## src/rtl/byte_hex_display_if.sv

```systemverilog
// byte_hex_display_if: load/byte strobe in, seven-segment pins and latched byte out.
interface byte_hex_display_if;
    logic       load;
    logic [7:0] byte_in;
    logic       blank_lz;
    logic [6:0] seg;
    logic [1:0] an;
    logic [7:0] shown;
    modport master (output load, byte_in, blank_lz, input seg, an, shown);
    modport slave  (input load, byte_in, blank_lz, output seg, an, shown);
endinterface

```

## src/rtl/byte_hex_display.sv

```systemverilog
// byte_hex_display: latches a byte and scans it as two hex digits on a common-anode,
// time-multiplexed seven-segment display.
module byte_hex_display #(
    parameter int REFRESH_DIV = 100000,
    parameter int CNT_W       = 17
) (
    input logic               clk,
    input logic               rst,
    byte_hex_display_if.slave bus
);
    logic [7:0]       r_byte;
    logic [CNT_W-1:0] r_cnt;
    logic             r_sel;
    logic [6:0]       r_seg;
    logic [1:0]       r_an;
    logic [3:0]       w_nib;
    logic             w_blank;
    logic             w_wrap;
    logic [6:0]       w_seg;
    logic [1:0]       w_an;

    // Active-low {g,f,e,d,c,b,a}
    function automatic logic [6:0] hex7(input logic [3:0] n);
        case (n)
            4'h0: hex7 = 7'h40;
            4'h1: hex7 = 7'h79;
            4'h2: hex7 = 7'h24;
            4'h3: hex7 = 7'h30;
            4'h4: hex7 = 7'h19;
            4'h5: hex7 = 7'h12;
            4'h6: hex7 = 7'h02;
            4'h7: hex7 = 7'h78;
            4'h8: hex7 = 7'h00;
            4'h9: hex7 = 7'h10;
            4'hA: hex7 = 7'h08;
            4'hB: hex7 = 7'h03;
            4'hC: hex7 = 7'h46;
            4'hD: hex7 = 7'h21;
            4'hE: hex7 = 7'h06;
            default: hex7 = 7'h0E;
        endcase
    endfunction

    always_comb begin
        w_wrap  = r_cnt == CNT_W'(REFRESH_DIV - 1);
        w_nib   = r_sel ? r_byte[7:4] : r_byte[3:0];
        w_blank = r_sel && bus.blank_lz && r_byte[7:4] == 4'h0;
        w_seg   = w_blank ? 7'h7F : hex7(w_nib);
        w_an    = w_blank ? 2'b11 : (r_sel ? 2'b01 : 2'b10);
    end

    // Outputs are computed from pre-edge sel/byte, so they trail the scan by one cycle.
    always_ff @(posedge clk or posedge rst) begin
        if (rst) begin
            r_byte <= 8'h00;
            r_cnt  <= '0;
            r_sel  <= 1'b0;
            r_seg  <= 7'h7F;
            r_an   <= 2'b11;
        end else begin
            if (bus.load) r_byte <= bus.byte_in;
            r_cnt <= w_wrap ? '0 : r_cnt + 1'b1;
            r_sel <= r_sel ^ w_wrap;
            r_seg <= w_seg;
            r_an  <= w_an;
        end
    end

    assign bus.seg   = r_seg;
    assign bus.an    = r_an;
    assign bus.shown = r_byte;
endmodule
```

## src/flat_wrapper.sv

```systemverilog
// flat-port wrapper written by rule: the top's interface ports become plain ports
module byte_hex_display_flat 
#(
    parameter int REFRESH_DIV = 100000,
    parameter int CNT_W       = 17
)
  (clk, rst, bus_load, bus_byte_in, bus_blank_lz, bus_seg, bus_an, bus_shown);
  byte_hex_display_if bus_i ();
  input logic clk;
  input logic rst;
  input wire logic [$bits(bus_i.load)-1:0] bus_load;
  input wire logic [$bits(bus_i.byte_in)-1:0] bus_byte_in;
  input wire logic [$bits(bus_i.blank_lz)-1:0] bus_blank_lz;
  output wire logic [$bits(bus_i.seg)-1:0] bus_seg;
  output wire logic [$bits(bus_i.an)-1:0] bus_an;
  output wire logic [$bits(bus_i.shown)-1:0] bus_shown;
  assign bus_i.load = bus_load;
  assign bus_i.byte_in = bus_byte_in;
  assign bus_i.blank_lz = bus_blank_lz;
  assign bus_seg = bus_i.seg;
  assign bus_an = bus_i.an;
  assign bus_shown = bus_i.shown;
  byte_hex_display #(.REFRESH_DIV(REFRESH_DIV), .CNT_W(CNT_W)) u_core (.clk(clk), .rst(rst), .bus(bus_i));
endmodule
```

## config.mk

```make
export PLATFORM = sky130hd
export DESIGN_NAME = byte_hex_display_flat
export DESIGN_NICKNAME = d
export VERILOG_FILES = /design/src/rtl/byte_hex_display_if.sv /design/src/rtl/byte_hex_display.sv /design/src/flat_wrapper.sv
export SDC_FILE = /design/constraint.sdc
export NUM_CORES = 1
export LEC_CHECK = 0
export CAP_MARGIN = 10
export CORE_AREA = 2 2 90 83
export CTS_BUF_LIST = sky130_fd_sc_hd__clkbuf_4 sky130_fd_sc_hd__clkbuf_8
export DETAILED_ROUTE_END_ITERATION = 7
export DIE_AREA = 0 0 92 85
export GPL_TIMING_DRIVEN = 0
export SYNTH_ARGS = -nofsm -noshare
export SYNTH_HDL_FRONTEND = slang
export SYNTH_SLANG_ARGS = --single-unit
```

## constraint.sdc

```tcl
create_clock -name clk -period 2 [get_ports clk]
set_input_delay 0.5 -clock clk [delete_from_list [all_inputs] [get_ports clk]]
set_output_delay 0.5 -clock clk [all_outputs]
set_load 0.02 [all_outputs]
```

==> metrics.txt <==
via count=between 1k and 1.5k; CTS root buf=clkbuf_8; GRT Util Overall=9.266%; # fillers=726; worst endpoint required time=approximately 1.5 ns; I/O Buffers=27; drt initial violations=78; worst rel slew slack=53.00%; Overflow after GRT=0; drt wl/cell=12.06 um; busiest grt layer=met1; P per Cell Area=between 700 and 800 nW/um2; clk slew on worst S/H paths=0.07 ns; HP Class=register to register; Synth Area in Compound Gates=under 10%; largest family of logic cells by synthesized area=simple AND/OR/NAND/NOR gates; Gate Count Post-Synth=143; measured slew at the worst slew-check pin=0.6986 ns; clock buffer count from CTS=5; final setup vio count=0; antenna cell count=0; most frequent cells in the layout=clkdlybuf4s50_1, dfrtp_1, mux2_2, nand2_1; # clock sinks=35; share of post-route cells with drive strength above 1=about a fifth; Layout Nets=between 150 and 200; Layout area overhead=32.46%; Max-Cap Viols=0; TritonCTS clock tree=done; critical path class=register to output pin; Post-Syn Area per Cell=~12 um2; GPL Wtd Cong=roughly 0.79; Max H-tree Level=2; initial antenna violation count=0; Die Ht=85 um; DRC=0; Initial Utilization=24.37%; CP delay by family, top=buffers and inverters; Seq/Total Area, Yosys=around 53%; post-synthesis register bit count=35; leading cell type in the layout, fill and taps excluded=clkdlybuf4s50_1; grt met2 use=about 13%; vias in the first global route=1197; Tcrit/Tclk final=95.47%; die area=just under 8000 um2; fin crit period=1.909 ns; xor/xnor cell area share of the yosys netlist=7.818%; final WL=around 3300 um; ranking of synthesized cells by area=dfrtp_1, dfstp_2, mux2_2; Post-Synth Simple-Gate Area=16.16%; Clock Path Buffers=2; Post-Syn Nets=approximately 160; Cell variety after synth=33; WP data arrival=1.41 ns; Max FO, Critical Path=1; largest net degree at the start of global routing=25; status=finished clean; top cell type's share of synthesized area=between 30% and 40%; Buffers & Inverters on Critical Path=1; Pins Over Slew Limit=0; RSZ-0062 raised after global routing=false; Clock Skews=0.003509 ns; post-DP HPWL=roughly 2400 um; CP Cell Sequence=clkdlybuf4s50_1; Post-Synth Adder-Cell Area=5.212%; mux cell area share after synthesis=10.35%; setup TNS=0 ns; Worst path max stage delay=0.60 ns; clk_lat worst skew=~0.28 ns; Leak=about 0.94 nW; synth warn=0; Global Route met3 Usage=2.753%; worst vdd ir=0.0003824 V; DR vias/cell=4.454; Yosys top cell by area=dfrtp_1; I/O pins=29; first-pass GRT wire length=between 5000 and 6000 um; placed insts=264; CP max stage cell=clkdlybuf4s50_1; grt met1 use=13.57%; Hold Vio Cnt, Final=0; Die Wd=92 um; Fmax=0.5237 GHz; startpoint types=register; Final ANT Viol Nets=0; Setup crit end kind=output pin; Pwr Total=about 1.7 mW; TritonRoute pass-1 iters=4; synthesized cell area=about 1700 um2; Final Instance Count excl. Fillers=roughly 270; Core Region=between 6000 and 7000 um2; Cell Rows=29
## flip-flops by register name (all words and copies together), names as in the netlist
signal and cells:
u_core.r_sel 1, u_core.bus.shown 8, u_core.r_cnt 17, u_core.bus.seg 7, u_core.bus.an 2
## final timing paths
check | start | to | slack [ns] | cells past startpoint
setup / recovery | u_core.bus.seg[6] | bus_seg[6] | 0.09 | 1
hold / removal | u_core.r_cnt[4] | u_core.r_cnt[4] | 0.51 | 1
setup reg to reg | u_core.r_sel | u_core.bus.seg[5] | 0.11 | 7
hold reg to reg | u_core.r_cnt[4] | u_core.r_cnt[4] | 0.51 | 1
max in group asynchronous | rst | u_core.bus.an[0] | 0.86 | 3
min in group asynchronous | rst | u_core.r_cnt[13] | 0.56 | 2
## layer usage
layer  share of wire, %  vias up
li1                   -      580
met1                 51      595
met2                 42       34
met3                5.7        7
met4                1.4        0
met5                  0        -
## stage by stage
stage	util [%]	cell area, um2	hold slack [ns]	setup WS, ns
2_1_floorplan	-	1680	0.4549	0.2791
3_3_place_gp	29.98	2067	0.4820	-0.07537
3_5_place_dp	30.38	2095	0.4883	0.02628
4_1_cts	32.09	2212	0.5164	0.002076
5_1_grt	32.29	2226	0.5439	0.02300
6_report	32.29	2226	0.5106	0.09063
## power breakdown
part,internal (mW),switching [mW]
Combinational,0.148,0.151
Sequential,0.766,0.0223
Clock,0.403,0.257
Total,1.32,0.430
## area by class of cell
cell class | instances | area (um2) | area share [%]
well taps | 93 | 116.4 | 5.228
plain buffers | 4 | 20.02 | 0.8994
inverters | 4 | 15.01 | 0.6745
repair buffers | 29 | 305.3 | 13.72
multi-input cells | 100 | 764.5 | 34.35
clock inverters | 2 | 35.03 | 1.574
clock buffers | 6 | 82.58 | 3.710
flip-flops and latches | 35 | 887.1 | 39.85
## synthesized netlist by cell type
cell / instances
o311ai_0: 1
nor2_1: 8
nand3_1: 7
o22ai_1: 1
xor2_1: 6
and3_2: 1
nand2_1: 11
o221ai_1: 3
mux2i_1: 5
nor4b_1: 1
buf_2: 2
a21oi_1: 3
o21ai_0: 2
nor4_4: 1
a21o_1: 1
dfstp_2: 9
xnor2_1: 9
nand4_1: 5
nand3b_1: 1
or4_4: 1
mux2_2: 11
clkbuf_1: 2
nor3_1: 4
o31ai_1: 1
nand2b_1: 1
ha_1: 7
dfrtp_1: 26
nor2b_1: 2
nor4_1: 2
or4b_4: 1
o211ai_1: 2
inv_1: 4
or3_1: 2
## what timing repair did
item | in CTS | in global routing
hold buffers | 0 | 0
hold endpoints to repair | 0 | 0
gates resized for setup | 0 | 2
endpoints found under the setup margin | 0 | 12
setup buffers | 0 | 1
## cells by family (layout without fill, tap and decap cells)
group / Yosys count / in the layout
flip-flops: 35 / 35
AND/OR/NAND/NOR: 48 / 48
multiplexers: 16 / 16
AO/OA/AOI/OAI: 14 / 14
XOR/XNOR: 15 / 15
buffers and inverters: 8 / 45
adder cells (fa/ha/maj): 7 / 7
Note: power is estimated with default switching activity, not from simulation.
